**config.mk**
```make
export PLATFORM = sky130hd
export DESIGN_NAME = booth_datapath
export DESIGN_NICKNAME = d
export VERILOG_FILES = /design/src/rtl/booth_pkg.sv /design/src/rtl/booth_addsub.sv /design/src/rtl/booth_datapath.sv
export SDC_FILE = /design/constraint.sdc
export NUM_CORES = 1
export LEC_CHECK = 0
export BUFFER_PORTS_ARGS = -buffer_cell sky130_fd_sc_hd__buf_4
export CORE_MARGIN = 10
export CORE_UTILIZATION = 35
export CTS_CLUSTER_SIZE = 20
export DETAILED_ROUTE_END_ITERATION = 7
export PLACE_DENSITY = 0.6
export SETUP_SLACK_MARGIN = 0.3
export SKIP_CTS_REPAIR_TIMING = 1
export SYNTH_ARGS = -nofsm -noshare
export SYNTH_HDL_FRONTEND = slang
export SYNTH_SLANG_ARGS = --single-unit
```
**constraint.sdc**
```tcl
create_clock -name Clock -period 2.9 [get_ports Clock]
set_input_delay 0.435 -clock Clock [delete_from_list [all_inputs] [get_ports Clock]]
set_output_delay 0.435 -clock Clock [all_outputs]
set_load 0.005 [all_outputs]
```
**src/rtl/booth_pkg.sv**
```systemverilog
`timescale 1ns/1ps
`default_nettype none
// +--------------------------------------------------------------------------+
// | Module      : booth_pkg                                                  |
// | Description : Shared definitions for the radix-2 Booth multiplier:       |
// |               default operand width, control strobe encoding and the     |
// |               bit positions of the lookahead vector sent to control.     |
// | Revision    : 1.0 - initial release                                      |
// +--------------------------------------------------------------------------+
package booth_pkg;

  // Default operand width; datapath and control FSM must agree on it.
  localparam int N_LEN_DEFAULT = 8;

  // Positions inside the 3-bit lookahead vector {Q[1], Q[0], Q-1}.
  localparam int Q_M1 = 0;
  localparam int Q_0  = 1;
  localparam int Q_1  = 2;

  // Datapath operation selected by the control strobes.
  typedef enum logic [1:0] {
    OP_HOLD  = 2'd0,
    OP_ADD   = 2'd1,
    OP_SUB   = 2'd2,
    OP_SHIFT = 2'd3
  } op_e;

  // Resolve the strobes to one operation: shift > sub > add.
  function automatic op_e decode_op(input logic add_s, input logic sub_s,
                                    input logic ashift_s);
    op_e op;
    op = OP_HOLD;
    if (ashift_s)   op = OP_SHIFT;
    else if (sub_s) op = OP_SUB;
    else if (add_s) op = OP_ADD;
    return op;
  endfunction

  // True when more than one strobe is active in the same cycle.
  function automatic logic multi_strobe(input logic add_s, input logic sub_s,
                                        input logic ashift_s);
    return (add_s & sub_s) | (add_s & ashift_s) | (sub_s & ashift_s);
  endfunction

endpackage
`default_nettype wire

```
**src/rtl/booth_addsub.sv**
```systemverilog
`timescale 1ns/1ps
`default_nettype none
// +--------------------------------------------------------------------------+
// | Module      : booth_addsub                                               |
// | Description : Combinational (N_LEN+1)-bit add/subtract of the            |
// |               accumulator and the sign-extended multiplicand.            |
// | Ports       : i_a      [N_LEN:0]   accumulator (with guard bit)          |
// |               i_m      [N_LEN-1:0] multiplicand                          |
// |               i_sub    1           1 = subtract, 0 = add                 |
// |               o_result [N_LEN:0]   result modulo 2^(N_LEN+1)             |
// | Revision    : 1.0 - initial release                                      |
// +--------------------------------------------------------------------------+
module booth_addsub
  import booth_pkg::*;
#(
  parameter int N_LEN = N_LEN_DEFAULT
) (
  input  logic [N_LEN:0]   i_a,
  input  logic [N_LEN-1:0] i_m,
  input  logic             i_sub,
  output logic [N_LEN:0]   o_result
);

  logic [N_LEN:0] w_m_ext;

  // Guard-bit sign extension keeps -2^(N_LEN-1) representable after negation.
  assign w_m_ext  = {i_m[N_LEN-1], i_m};
  assign o_result = i_sub ? (i_a - w_m_ext) : (i_a + w_m_ext);

endmodule
`default_nettype wire

```
**src/rtl/booth_datapath.sv**
```systemverilog
`timescale 1ns/1ps
`default_nettype none
// +--------------------------------------------------------------------------+
// | Module      : booth_datapath                                             |
// | Description : Radix-2 Booth multiplier datapath. Holds A (with guard     |
// |               bit), Q, Q-1 and M, executes control strobes, returns      |
// |               lookahead bits and captures the product on completion.     |
// | Ports       : Clock, nReset (async, active-low)                          |
// |               Request, Multiplicand, Multiplier  - operand load          |
// |               add_s, sub_s, ashift_s, Done       - from control FSM      |
// |               Q [2:0]        {Q[1], Q[0], Q-1} to control FSM            |
// |               Product        signed 2*N_LEN result                       |
// |               Product_valid  Product holds a completed result            |
// |               Ctrl_err       sticky illegal-strobe flag                  |
// | Revision    : 1.0 - initial release                                      |
// +--------------------------------------------------------------------------+
module booth_datapath
  import booth_pkg::*;
#(
  parameter int N_LEN = N_LEN_DEFAULT
) (
  input  logic               Clock,
  input  logic               nReset,
  input  logic               Request,
  input  logic [N_LEN-1:0]   Multiplicand,
  input  logic [N_LEN-1:0]   Multiplier,
  input  logic               add_s,
  input  logic               sub_s,
  input  logic               ashift_s,
  input  logic               Done,
  output logic [2:0]         Q,
  output logic [2*N_LEN-1:0] Product,
  output logic               Product_valid,
  output logic               Ctrl_err
);

  logic [N_LEN:0]     r_a;
  logic [N_LEN-1:0]   r_q;
  logic               r_qm1;
  logic [N_LEN-1:0]   r_m;
  logic               r_done_d;
  logic [2*N_LEN-1:0] r_product;
  logic               r_product_valid;
  logic               r_ctrl_err;

  logic               w_load;
  logic               w_complete;
  logic               w_strobe_any;
  logic               w_bad_strobe;
  op_e                w_op;
  logic [N_LEN:0]     w_addsub;

  assign w_load       = Request & Done;
  assign w_complete   = Done & ~r_done_d;
  assign w_strobe_any = add_s | sub_s | ashift_s;
  assign w_op         = decode_op(add_s, sub_s, ashift_s);
  // A strobe colliding with a load is as illegal as two strobes at once.
  assign w_bad_strobe = multi_strobe(add_s, sub_s, ashift_s) | (w_load & w_strobe_any);

  booth_addsub #(
    .N_LEN (N_LEN)
  ) u_addsub (
    .i_a      (r_a),
    .i_m      (r_m),
    .i_sub    (w_op == OP_SUB),
    .o_result (w_addsub)
  );

  always_ff @(posedge Clock or negedge nReset) begin
    if (!nReset) begin
      r_a             <= '0;
      r_q             <= '0;
      r_qm1           <= 1'b0;
      r_m             <= '0;
      r_done_d        <= 1'b1;
      r_product       <= '0;
      r_product_valid <= 1'b0;
      r_ctrl_err      <= 1'b0;
    end else begin
      r_done_d <= Done;

      if (w_bad_strobe) begin
        r_ctrl_err <= 1'b1;
      end

      if (w_load) begin
        r_a   <= '0;
        r_q   <= Multiplier;
        r_qm1 <= 1'b0;
        r_m   <= Multiplicand;
      end else begin
        case (w_op)
          // Arithmetic shift of the whole {A,Q,Q-1} chain by one bit.
          OP_SHIFT: {r_a, r_q, r_qm1} <= {r_a[N_LEN], r_a, r_q};
          OP_ADD,
          OP_SUB:   r_a <= w_addsub;
          default:  ;
        endcase
      end

      // Completion outranks a coincident load so the finished result survives.
      if (w_complete) begin
        r_product       <= {r_a[N_LEN-1:0], r_q};
        r_product_valid <= 1'b1;
      end else if (w_load) begin
        r_product_valid <= 1'b0;
      end
    end
  end

  always_comb begin
    Q       = '0;
    Q[Q_1]  = r_q[1];
    Q[Q_0]  = r_q[0];
    Q[Q_M1] = r_qm1;
  end

  assign Product       = r_product;
  assign Product_valid = r_product_valid;
  assign Ctrl_err      = r_ctrl_err;

endmodule
`default_nettype wire

```
==> reports/qor.yml, run 1 <==
yosys:
  ys_ff_latch: 45
  syn-num-nets: 275
  synth-seq-area-share: 0.4599
  postSynth.asyncResetShare: 1.000
  synth_cell_types: 43
  avgSynthCellArea_sq_um: 10.21
  synth_edf_count: 0
  synth_area_sq_um: 2451
  yosysWarnings: 0
  synthCells: 240
  synthFlopType: "dfrtp_1"
final_layout:
  nets: 317
  n_antenna_cell: 0
  nFillCells: 683
  utilization: 0.4379
  final_cell_mix: "buf_4, dfrtp_1, nand2_1"
  drive_gt1_frac: 0.2933
  mostFrequentLayoutCell: "buf_4"
  areaGrowthSynthToFinish_pct: 21.39
worst_setup_path:
  worstPathArrival_ps: 2620
  slowest_delay_ps: 460
  r2r_cells: 9
  cp-start-kind: "flop"
  critPathKind: "flop to flop"
  rrSetupSlack_ps: 500
  r2r-end: "r_a[8]"
  cp-end-kind: "flop"
  crit_path_frequent_cell: "a21oi_1"
  r2r_start: "r_m[3]"
  cp_max_fo: 7
  slowest_stage: "dfrtp_1"
  path_cells: "nor4_2 -> a21oi_1 -> xnor2_1 -> ha_2 -> nand2_1 -> a211o_1 -> a21oi_1 -> nand4bb_1 -> mux2i_1"
  cp_data_required_time_ps: 3120
route:
  drt-total-wl_um: 5244
  wire_per_inst_um: 13.84
  vias: 1809
  ant_nets: 0
  drcViolationCount: 0
  routed_via_density: 4.773
  drtPass1Iterations: 4
  drtIter0Drc: 61
global_route:
  grt_pass1_vias: 1810
  overflow: 0
  grt_pass1_wl_um: 8921
  antenna_found_initial: 0
  gr-usage-all-layers: 0.09823
  grt_max_degree: 46
clock_tree:
  clock_sinks: 45
  h-tree-depth: 2
  cts_buffer_depth: 2
  cts_buffers: 5
  cts_tree: "built"
  cts_root_buf: "clkbuf_8"
  insertion_delay_ps: 300
  clkTransAtPathRegs_ps: 90
timing:
  whs_ps: 115.9
  period_share: 0.8270
  setup_tns_ps: 0
  report.final.hold_viol_count: 0
  period_needed_ps: 2398
  fmax_mhz: 416.9
  fin_worst_skew_ps: 9.135
  max_slew.worst_pin.slew_ps: 877.1
  rsz0062_at_grt: "false"
  setup_viol: 0
  setup_slack_ps: 501.6
  finalMaxSlewViolations: 0
  max_slew_margin: 0.4153
power_and_ir_drop:
  swShare: 0.3494
  p_seq_frac: 0.399
  powerDensity_nw_per_um2: 808.7
  leakagePower_nw: 1.374
  power_mw: 2.406
  combPwrFrac: 0.426
  p_int_mw: 1.565
  clock_power_share: 0.175
  p_sw_uw: 840.7
  ir_worst_vdd_uv: 222.1
hold_path:
  min_path_type: "primary input to async pin"
floorplan:
  die-height_um: 103.7
  core-area_sq_um: 6794
  initial_utilization: 0.3608
  dieArea_sq_um: 10750
  row_count: 30
  io_pins: 44
  die_x_um: 103.7
placement:
  port_buffers: 43
  hpwl_um: 3874
  pre_cts_ws_ps: 99.34
  gp_congestion: 0.8043
status:
  status: "completed"
job:
  cap_violations: 0
## power groups by stage
stage / registers, mW / logic, mW / clock network [mW]
final: 0.961 / 1.02 / 0.421
after global routing: 0.997 / 1.16 / 0.460
after CTS: 0.963 / 1.01 / 0.436
after floorplan: 0.942 / 0.701 / 0
after detailed placement: 0.976 / 1.00 / 0
after global placement: 0.968 / 0.988 / 0
## cells by family after synthesis
logic type | synth area share
compound gates | 0.1128
mux | 0.1266
buf+inv | 0.04798
fa+ha+maj | 0.06840
simple gates | 0.1450
flops | 0.4599
xor+xnor | 0.03931
## critical path: cells and delay by family, from the launching register on
kind	cells	cell delay [ps]
muxes	1	190
and+or+nand+nor	3	590
DFF	1	460
AOI/OAI and AO/OA	3	530
xor gates and xnor gates	1	160
adders and majority gates	1	400
## how the worst max path moves through the flow
stage | start | to | slack [ps] | cells past startpoint
4_1_cts | sub_s | r_a[8] | 410 | 11
3_3_place_gp | sub_s | r_a[8] | 150 | 11
5_1_grt | r_m[1] | r_a[8] | 310 | 11
6_report | r_m[3] | r_a[8] | 500 | 9
2_1_floorplan | sub_s | r_a[8] | 420 | 11
3_5_place_dp | sub_s | r_a[8] | 100 | 11
## per-layer routing
metal  up-vias  track usage  wire length, um
li1        912            -                -
met1       857       0.1309             2588
met2        34       0.1532             2428
met3         6      0.01983              151
met4         0      0.03579               75
met5         -            0                0
## state kept, by name, indices dropped and copies added (netlist names)
name	cells
r_a	9
Ctrl_err	1
Product_valid	1
r_q	8
r_m	8
r_done_d	1
Product	16
r_qm1	1
## area by class of cell
cell class	instances	area [sq um]	share of cell area
sequential	45	1127	0.3789
tap	96	120.1	0.04037
inverter	9	33.78	0.01135
multi-input combinational	172	1227	0.4125
clock inverter	2	16.27	0.005467
timing repair buffer	49	367.9	0.1236
clock buffer	6	82.58	0.02775
## synth_stat cells, drive strengths merged (3+ instances only)
master   n  area, sq um
nand2b   3        18.77
a21oi    9        45.04
xnor2    9        78.83
nor2b    6        37.54
inv      9        33.78
mux2i   13        130.1
nand3    4        20.02
o21ai   16        80.07
a211oi  10        75.07
nand2   35        131.4
mux2    16        180.2
dfrtp   44         1101
ha      11        137.6
nor2    11        41.29
buf     11        72.57
nor3     4        20.02
clkbuf   3        11.26
## metrics by stage
stage / std cells / area (sq um)
floorplan: 240 / 2451
global placement: 368 / 2833
detailed placement: 368 / 2833
CTS: 376 / 2932
global route: 379 / 2975
finish: 379 / 2975
Note: power is estimated with default switching activity, not from simulation.
==> run 2: changes to the inputs <==
Settings changed: PLACE_DENSITY 0.6 to 0.62.
Clock period 2.9 ns to 2 ns, I/O delays scaled along.
==> reports/qor.yml, run 2 (same netlist as run 1, synthesis figures left out) <==
power_and_ir_drop:
  p_sw_mw: 1.426
  ir_worst_vdd_uv: 467.5
  combPwrFrac: 0.504
  powerDensity_nw_per_um2: 1202
  leakagePower_nw: 1.521
  clock_power_share: 0.145
  p_int_mw: 2.553
  p_seq_frac: 0.351
  swShare: 0.3584
final_layout:
  nets: 342
  largest_register_ffs: 16
  areaGrowthSynthToFinish_pct: 35.07
  mostFrequentLayoutCell: "buf_4"
  finalNonFillerCells: 404
  drive_gt1_frac: 0.4091
  final_cell_mix: "buf_4, dfrtp_1, nand2_1"
  n_antenna_cell: 0
timing:
  fmax_mhz: 419.7
  rsz0062_at_grt: "true"
  finalMaxSlewViolations: 0
  period_share: 1.191
  setup_viol: 6
  setup_tns_ps: -1255
  fin_worst_skew_ps: 11.23
  period_needed_ps: 2383
  max_slew_margin: 0.6159
  whs_ps: -14.23
  setup_slack_ps: -382.7
  report.final.hold_viol_count: 24
  max_slew.worst_pin.slew_ps: 576.2
placement:
  port_buffers: 43
  pre_cts_ws_ps: -436.2
  gp_congestion: 0.8746
  hpwl_um: 4171
  dp.cells: 393
global_route:
  overflow: 0
  grt_max_degree: 46
  grt_pass1_wl_um: 9549
  grt-busiest-layer: "met2"
  met1_usage: 0.1346
  grt_pass1_vias: 1976
  gr-usage-all-layers: 0.1056
  grtUsageMet3: 0.02045
  grt_use_met2: 0.1739
  antenna_found_initial: 0
worst_setup_path:
  r2r_cells: 11
  r2r_start: "r_m[1]"
  worstPathArrival_ps: 2600
  rrSetupSlack_ps: -380
  cp_data_required_time_ps: 2220
  cp-start-kind: "flop"
  critPathKind: "flop to flop"
  r2r-end: "r_a[8]"
  cp_max_fo: 4
  cp-end-kind: "flop"
route:
  vias: 1925
  drtIter0Drc: 61
  ant_nets: 0
  routed_via_density: 4.765
  drtPass1Iterations: 4
  drcViolationCount: 0
  wire_per_inst_um: 14.13
  drt-total-wl_um: 5707
clock_tree:
  cts_buffer_depth: 2
  h-tree-depth: 2
  cts_buffers: 5
  cts_root_buf: "clkbuf_8"
  insertion_delay_ps: 300
  clock_sinks: 45
  cts_tree: "built"
  clkTransAtPathRegs_ps: 90
hold_path:
  min_path_type: "primary input to async pin"
floorplan:
  core-area_sq_um: 6794
  io_pins: 44
  initial_utilization: 0.3608
  die-height_um: 103.7
  die_x_um: 103.7
  row_count: 30
  dieArea_sq_um: 10750
status:
  violations: "negative hold slack, negative setup slack"
  status: "complete, but fails checks"
job:
  cap_violations: 0
run 2: worst max-delay path: stages, from the launching register on:
cell and delay, ps:
dfrtp_2 450, inv_2 90, ha_4 130, nor3b_4 200
nor2_1 70, xnor2_1 170, ha_1 350, nand2_2 70
a211o_1 300, a21oi_2 140, nand4bb_1 150, mux2i_1 190
run 2: how the worst max path moves through the flow:
stage / endpoint / startpoint
after floorplan: r_a[8] / sub_s
after CTS: r_a[8] / r_m[1]
after global routing: r_a[8] / r_m[1]
after global placement: r_a[8] / sub_s
after detailed placement: r_a[8] / sub_s
final: r_a[8] / r_m[1]
run 2: final cells by class:
class / count / area (sq um)
Multi-Input combinational cell: 172 / 1369
Tap cell: 96 / 120.1
Inverter: 9 / 41.29
Clock inverter: 2 / 16.27
Clock buffer: 6 / 72.57
Fill cell: 649 / 3483
Timing Repair Buffer: 74 / 563.0
Sequential cell: 45 / 1129
run 2: metrics by stage:
stage / hold WS (ps) / instance area [sq um] / utilization / total power [mW]
CTS: 12.23 / 3163 / 0.4656 / 3.705
finish: -14.23 / 3311 / 0.4873 / 3.979
detailed placement: 347.2 / 3074 / 0.4525 / 3.119
global placement: 342.5 / 3074 / 0.4525 / 3.072
global route: 29.26 / 3311 / 0.4873 / 4.307
floorplan: 4.409 / 2505 / - / 2.425
run 2: power groups by stage:
stage	Combinational, mW	Clock (mW)	Sequential, mW
CTS	1.71	0.597	1.40
detailed placement	1.70	0	1.42
finish	2.01	0.576	1.40
global route	2.22	0.644	1.45
global placement	1.67	0	1.40
floorplan	1.06	0	1.37
run 2: metal layers:
layer,vias to the layer above,routed length [um]
met4,0,80
met5,-,0
li1,961,-
met1,928,2559
met3,6,126
met2,30,2941
